### config.mk
export PLATFORM = sky130hd
export DESIGN_NAME = shape_sequencer
export DESIGN_NICKNAME = d
export VERILOG_FILES = /design/src/rtl/shape_sequencer.sv
export SDC_FILE = /design/constraint.sdc
export NUM_CORES = 1
export LEC_CHECK = 0
export ABC_AREA = 1
export CELL_PAD_IN_SITES_DETAIL_PLACEMENT = 1
export CELL_PAD_IN_SITES_GLOBAL_PLACEMENT = 1
export CORE_ASPECT_RATIO = 0.75
export CORE_MARGIN = 3
export CORE_UTILIZATION = 30
export CTS_CLUSTER_DIAMETER = 200
export DETAILED_ROUTE_END_ITERATION = 10
export PLACE_DENSITY_LB_ADDON = 0.1
export SYNTH_ARGS = -nofsm -noshare
export SYNTH_HDL_FRONTEND = slang
export SYNTH_SLANG_ARGS = --single-unit
### constraint.sdc
create_clock -name clk -period 3.8 [get_ports clk]
set_input_delay 0.76 -clock clk [delete_from_list [all_inputs] [get_ports clk]]
set_output_delay 0.76 -clock clk [all_outputs]
set_load 0.02 [all_outputs]
### src/rtl/shape_sequencer.sv
`default_nettype none
// ============================================================================
//  Module      : shape_sequencer
//  Description : Steps the combinational opcode splitter through every
//                segment of one queued draw opcode (line: 1, triangle: 3,
//                circle: 1). Each segment goes to the rasterizer with a
//                draw_start/draw_done handshake. Completion is reported with
//                shape_done; an invalid shape or a segment timeout is
//                reported with err.
//  Ports       : clk, rst            - clock, async active-high reset
//                op_valid/op_ready   - opcode handshake from FIFO/decoder
//                op_shape, op_data   - shape type and 76-bit opcode
//                opdata, output_sel  - latched opcode and splitter select
//                draw_start/circle   - segment issue pulse and segment type
//                draw_done           - rasterizer segment completion pulse
//                shape_done, err     - opcode completion / error pulses
//                busy                - sequencer is not idle
//  Revision    : 1.0 - initial release
// ============================================================================
module shape_sequencer #(
    parameter int TIMEOUT_CYCLES = 1024,
    parameter int TW             = 11
) (
    input  logic        clk,
    input  logic        rst,
    input  logic        op_valid,
    output logic        op_ready,
    input  logic [1:0]  op_shape,
    input  logic [75:0] op_data,
    output logic [75:0] opdata,
    output logic [3:0]  output_sel,
    output logic        draw_start,
    output logic        draw_circle,
    input  logic        draw_done,
    output logic        shape_done,
    output logic        err,
    output logic        busy
);

    typedef enum logic [1:0] {
        S_IDLE  = 2'd0,
        S_ISSUE = 2'd1,
        S_WAIT  = 2'd2,
        S_DONE  = 2'd3
    } state_t;

    localparam logic [1:0]    c_SHAPE_LINE   = 2'd0;
    localparam logic [1:0]    c_SHAPE_TRI    = 2'd1;
    localparam logic [1:0]    c_SHAPE_CIRCLE = 2'd2;
    localparam logic [1:0]    c_SHAPE_BAD    = 2'd3;
    localparam logic [3:0]    c_SEL_L1       = 4'd0;
    localparam logic [3:0]    c_SEL_TRI1     = 4'd1;
    localparam logic [3:0]    c_SEL_TRI3     = 4'd3;
    localparam logic [3:0]    c_SEL_CIR1     = 4'd4;
    localparam logic [TW-1:0] c_TIMEOUT_LAST = TW'(TIMEOUT_CYCLES - 1);

    state_t        r_state;
    state_t        w_next_state;
    logic [1:0]    r_shape;
    logic [TW-1:0] r_cnt;
    logic [TW-1:0] w_cnt_next;
    logic [TW-1:0] w_cnt_inc;
    logic [3:0]    w_sel_next;
    logic          w_accept;
    logic          w_draw_start_next;
    logic          w_draw_circle_next;
    logic          w_shape_done_next;
    logic          w_err_next;

    assign op_ready  = (r_state == S_IDLE);
    assign busy      = (r_state != S_IDLE);
    assign w_cnt_inc = r_cnt + 1'b1;

    // State register
    always_ff @(posedge clk or posedge rst) begin
        if (rst) begin
            r_state <= S_IDLE;
        end else begin
            r_state <= w_next_state;
        end
    end

    // Next-state and next-output decode. Outputs are computed one cycle
    // ahead so that every pulse leaves the block straight from a flop.
    always_comb begin
        w_next_state       = r_state;
        w_accept           = 1'b0;
        w_cnt_next         = r_cnt;
        w_sel_next         = output_sel;
        w_draw_start_next  = 1'b0;
        w_draw_circle_next = 1'b0;
        w_shape_done_next  = 1'b0;
        w_err_next         = 1'b0;

        case (r_state)
            S_IDLE: begin
                if (op_valid) begin
                    if (op_shape == c_SHAPE_BAD) begin
                        // Rejected opcode: report it but keep the splitter
                        // inputs untouched.
                        w_err_next = 1'b1;
                    end else begin
                        w_accept           = 1'b1;
                        w_next_state       = S_ISSUE;
                        w_draw_start_next  = 1'b1;
                        w_draw_circle_next = (op_shape == c_SHAPE_CIRCLE);
                        case (op_shape)
                            c_SHAPE_LINE: w_sel_next = c_SEL_L1;
                            c_SHAPE_TRI:  w_sel_next = c_SEL_TRI1;
                            default:      w_sel_next = c_SEL_CIR1;
                        endcase
                    end
                end
            end

            S_ISSUE: begin
                w_cnt_next   = '0;
                w_next_state = S_WAIT;
            end

            S_WAIT: begin
                w_cnt_next = w_cnt_inc;
                // draw_done takes priority over a coincident timeout.
                if (draw_done) begin
                    if ((r_shape == c_SHAPE_TRI) && (output_sel < c_SEL_TRI3)) begin
                        w_sel_next        = output_sel + 4'd1;
                        w_next_state      = S_ISSUE;
                        w_draw_start_next = 1'b1;
                    end else begin
                        w_next_state      = S_DONE;
                        w_shape_done_next = 1'b1;
                    end
                end else if (w_cnt_inc == c_TIMEOUT_LAST) begin
                    w_err_next   = 1'b1;
                    w_sel_next   = c_SEL_L1;
                    w_next_state = S_IDLE;
                end
            end

            S_DONE: begin
                w_sel_next   = c_SEL_L1;
                w_next_state = S_IDLE;
            end

            default: begin
                w_next_state = S_IDLE;
            end
        endcase
    end

    // Registered datapath and outputs
    always_ff @(posedge clk or posedge rst) begin
        if (rst) begin
            opdata      <= '0;
            r_shape     <= c_SHAPE_LINE;
            r_cnt       <= '0;
            output_sel  <= c_SEL_L1;
            draw_start  <= 1'b0;
            draw_circle <= 1'b0;
            shape_done  <= 1'b0;
            err         <= 1'b0;
        end else begin
            if (w_accept) begin
                opdata  <= op_data;
                r_shape <= op_shape;
            end
            r_cnt       <= w_cnt_next;
            output_sel  <= w_sel_next;
            draw_start  <= w_draw_start_next;
            draw_circle <= w_draw_circle_next;
            shape_done  <= w_shape_done_next;
            err         <= w_err_next;
        end
    end

endmodule
`default_nettype wire

Word-level counts from Yosys, hierarchy flattened:

Cells that the tools add are included.

* register bits: 99
* input bits: 82
* output and inout port bits: 86
* logic and storage cells: 63

* $add $sub $neg: 2
* magnitude comparators: 1
* equality and inequality tests: 12
* multiplexer cells: 31
* reduce and logical (&&, ||, !) cells: 8

Operator list (count)
* case mux 11 bit (2 select lines): 1
* 2-to-1 mux 4 bit: 5
* 2-to-1 mux 1 bit: 15
* case mux 4 bit (3 select lines): 1
* adder 11 x 1 -> 11 bit, second input constant: 1
* == test 11 x 10 -> 1 bit, second input constant: 1
* 2-to-1 mux 2 bit: 5
* == test 2 bit, second input constant: 4
* case mux 2 bit (4 select lines): 1
* == test 2 x 1 -> 1 bit, second input constant: 3
* != test 3 bit, second input constant: 2
* case mux 3 bit (2 select lines): 1
* AND reduction 5 bit: 1
* adder 4 x 1 -> 4 bit, second input constant: 1
* zero test 2 bit: 2
* less-than comparator 4 x 2 -> 1 bit, second input constant: 1
* != test 2 bit, second input constant: 2
* case mux 1 bit (2 select lines): 2
* nonzero test 2 bit: 2
* AND reduction 3 bit: 1
* nonzero test 3 bit: 1
* logical AND 1 bit: 1

Longest topological paths before layout:

* word-level depth: 5
* depth in mapped cells: 13
* depth with buffers taken out: 13

Least setup slack after synthesis:

OpenSTA, ideal clock, no wires.

* kind: register -> register
* from: register r_state[0]
* to: register opdata[50]
* library setup time: 117 ps
* arrival time: 1808 ps
* required time: 3683 ps
* setup slack: 1875 ps
* cell stages (with the launch flop): 10
* path buffers: 2
* clock period less this slack: 1925 ps
* cell sequence: dfrtp_1 -> inv_1 -> ha_1 -> inv_1 -> nor2_1 -> inv_2 -> buf_2 -> buf_2 -> nand2_1 -> nand2_1

* longest elaborated chain between the ends: 2

RTL lines
* start: declaration: RTL line 57 `state_t r_state;`
* start signal: assignment: RTL line 79 `r_state <= w_next_state;`
* zero test 2 bit
* via op_ready: RTL line 27 `output logic op_ready,`
* 2-to-1 mux 1 bit: RTL line 95 `case (r_state)`
* end signal: assignment: RTL line 164 `opdata <= op_data;`
* end: declaration: RTL line 30 `output logic [75:0] opdata,`

The timed path passes the listed nets, and every way through them passes these cells.
A chain may end at the register's enable or synchronous reset.

Worst setup path in the final report:

* from: register r_state[1]
* to: output busy

* longest elaborated chain between the ends: 1

RTL lines
* nonzero test 2 bit: RTL line 71 `assign busy = (r_state != S_IDLE);`
* end: declaration: RTL line 37 `output logic busy`

Every way passes these cells.

==> impl_results.md <==
* Outcome: finished clean
* CP startpoint kind: flop
* Post-synth top area share at 0.594
* EDFF count, synth at 0
* Worst Path Max Fanout at 6
* Avg Cell Area, Syn at 8.48 µm²
* Clock buffer count from CTS at 9
* Setup WS post-layout at 1.15 ns
* Dominant synthesized flop cell: dfrtp_1
* Core area at 0.0133 mm²
* Hold_buf cts at 0
* Clock Pin Slew Worst Setup and Hold Paths at roughly 0.070 ns
* Synth area leader: dfrtp_1
* Routed wire length at about 13,000 µm
* Fin crit share at 0.697
* Iter 0 DRT Violations at around 100
* Met1 GRT Util at 0.223
* DRT Pass-1 Iters at 4
* Placer Congestion at around 0.82
* Area grow syn2layout at 51.9%
* Routed vias/inst at about 4.4
* Antenna Nets Post-Route at 0
* Final setup TNS at 0 ns
* Total grt overflow at 0
* Yosys warnings at 0
* Initial core utilization at 0.314
* Slew margin rel. at 0.425
* Max Cap Viol at 0
* Layout cells sized above 1 at 0.0530
* Gate Count Post-Synth at 492
* FF-to-FF setup slack at around 1.8 ns
* Yosys reg bits at slightly below 100
* Fin. Hold Viols at 0
* Met2 usage at 0.276
* Die area at about 0.015 mm²
* Pin count of the biggest net entering global routing at 78
* Max VDD drop at between 0.3 and 0.4 mV
* Slew Viols, Final at 0
* Sequential area share after synthesis at 0.594
* Met3 global-route usage at 0.0610
* CTS Buffer Depth at 2
* Synth async-reset ratio at 1.00
* First-pass GRT wire length at ~21,000 µm
* Slew of the pin with the lowest slew margin at between 0.8 and 0.9 ns
* Most Crowded Layer GR: met2
* ANT cells at 0
* Hold_ws at between 0.4 and 0.5 ns
* DRC errors left at 0
* Post-synth cell types at 26
* Largest cells by area after synthesis: dfrtp_1 (59%), nand2_1 (25%), inv_1 (2.2%)
* Die X at about 140 µm
* Post_cts resized at 0
* Crit path DAT at 1.89 ns
* Fmax at 378 MHz
* Hold Crit Class: reg -> reg
* CP required at 3.04 ns
* Setup Fix Bufs, Post-CTS at 0
* IO Count at between 150 and 200
* Fin area at about 0.0063 mm²
* Hpwl dp at a little over 9000 µm
* Critical path class: reg -> out
* Post-DP Area at 0.00604 mm²
* Mapped Nets at ~580
* Clock root cell: clkbuf_16
* Final setup viols at 0
* GRT Total Usage at 0.172
* Final Power at roughly 5.0 mW
* Num rows at 36
* Drt wl/cell at between 15 and 20 µm
* Die Y at 108 µm
* Tmin final at 2.65 ns
* Power Density at 783 mW/mm²
* IO Port Bufs at approximately 170
* Setup crit end kind: primary output
* Clk sinks at 99
* Worst Clk Skew at between 0.006 and 0.007 ns
* RSZ-0062 raised after global routing: false
* Total number of vias at ~3,700
* Post-Syn Area at 0.00417 mm²
* Dpl ws at roughly 1.2 ns
* Fillers at 1,560
* Clock tree from TritonCTS: yes
* Clock latency on the worst-skew pair at approximately 0.35 ns
* Nets at ~750
* H-Tree Depth at 3
* Vias in the first global route at about 4,000
* LEAKAGE at 3.04 nW
* Initial antenna violation count at 0
## critical path, stage by stage, from the launching register on
cell and delay [ns]:
dfrtp_1 0.43, inv_1 0.09, ha_1 0.25, inv_1 0.14, clkdlybuf4s50_1 0.62
## path summary, 6_finish.rpt
kind	from	endpoint	cells past startpoint
setup / recovery	r_state[1]	busy	4
setup reg to reg	r_state[0]	opdata[19]	7
hold reg to reg	opdata[74]	opdata[74]	2
min in group asynchronous	rst	opdata[45]	2
max in group asynchronous	rst	output_sel[1]	3
hold / removal	opdata[74]	opdata[74]	2
## routing by layer
layer	part of all wire	up-vias
li1	-	1833
met1	0.46	1749
met2	0.46	109
met3	0.073	9
met4	0.0091	0
met5	0	-
## final cells by class
class                   count  area (µm²)  share of cell area
well taps                 171         214              0.0337
flip-flops and latches     99        2480               0.391
clock inverters             6        66.3              0.0105
repair buffers            170        1720               0.271
clock buffers              10         229              0.0361
multi-input cells         350        1530               0.242
inverters                  26         100              0.0158
## stage by stage
step / cells / utilization
floorplan: 492 / -
global placement: 816 / 0.455
detailed placement: 816 / 0.455
CTS: 832 / 0.477
global route: 832 / 0.477
finish: 832 / 0.477
## where the power goes
group	internal (mW)	switching [mW]	total, mW
Sequential	1.47	0.259	1.73
Clock	0.511	0.417	0.928
Combinational	1.02	1.29	2.31
Total	3.00	1.96	4.96
## layout by cell type, fill, tap and decap left out, types with 3 or more instances in the layout
cell type / n
o21ai_0: 8
dfrtp_1: 99
ha_1: 7
nand3_1: 8
nand2_1: 281
nor2_1: 13
clkdlybuf4s50_1: 167
o22ai_1: 9
clkbuf_16: 9
nand4_1: 3
nor2_4: 3
clkinvlp_4: 3
inv_1: 24
## flip-flops by register name (all words and copies together), names as in the netlist
signal,count
draw_start,1
r_state,2
shape_done,1
opdata,76
r_shape,2
output_sel,4
r_cnt,11
err,1
draw_circle,1
## cell usage after synthesis, types with 3 or more instances
| cell type | n |
|---|---|
| o21ai_0 | 8 |
| inv_1 | 25 |
| nand3_1 | 8 |
| ha_1 | 7 |
| nand4_1 | 3 |
| dfrtp_1 | 99 |
| buf_2 | 6 |
| o22ai_1 | 9 |
| clkbuf_1 | 11 |
| nor2_1 | 14 |
| nand2_1 | 281 |
## kinds of logic after synthesis
group,Yosys count,share of synthesized area
compound gates,22,0.0327
xor+xnor,2,0.00420
fa+ha+maj,7,0.0210
buf+inv,43,0.0405
flops,99,0.594
simple gates,319,0.308
(Power assumes the default switching activity.)
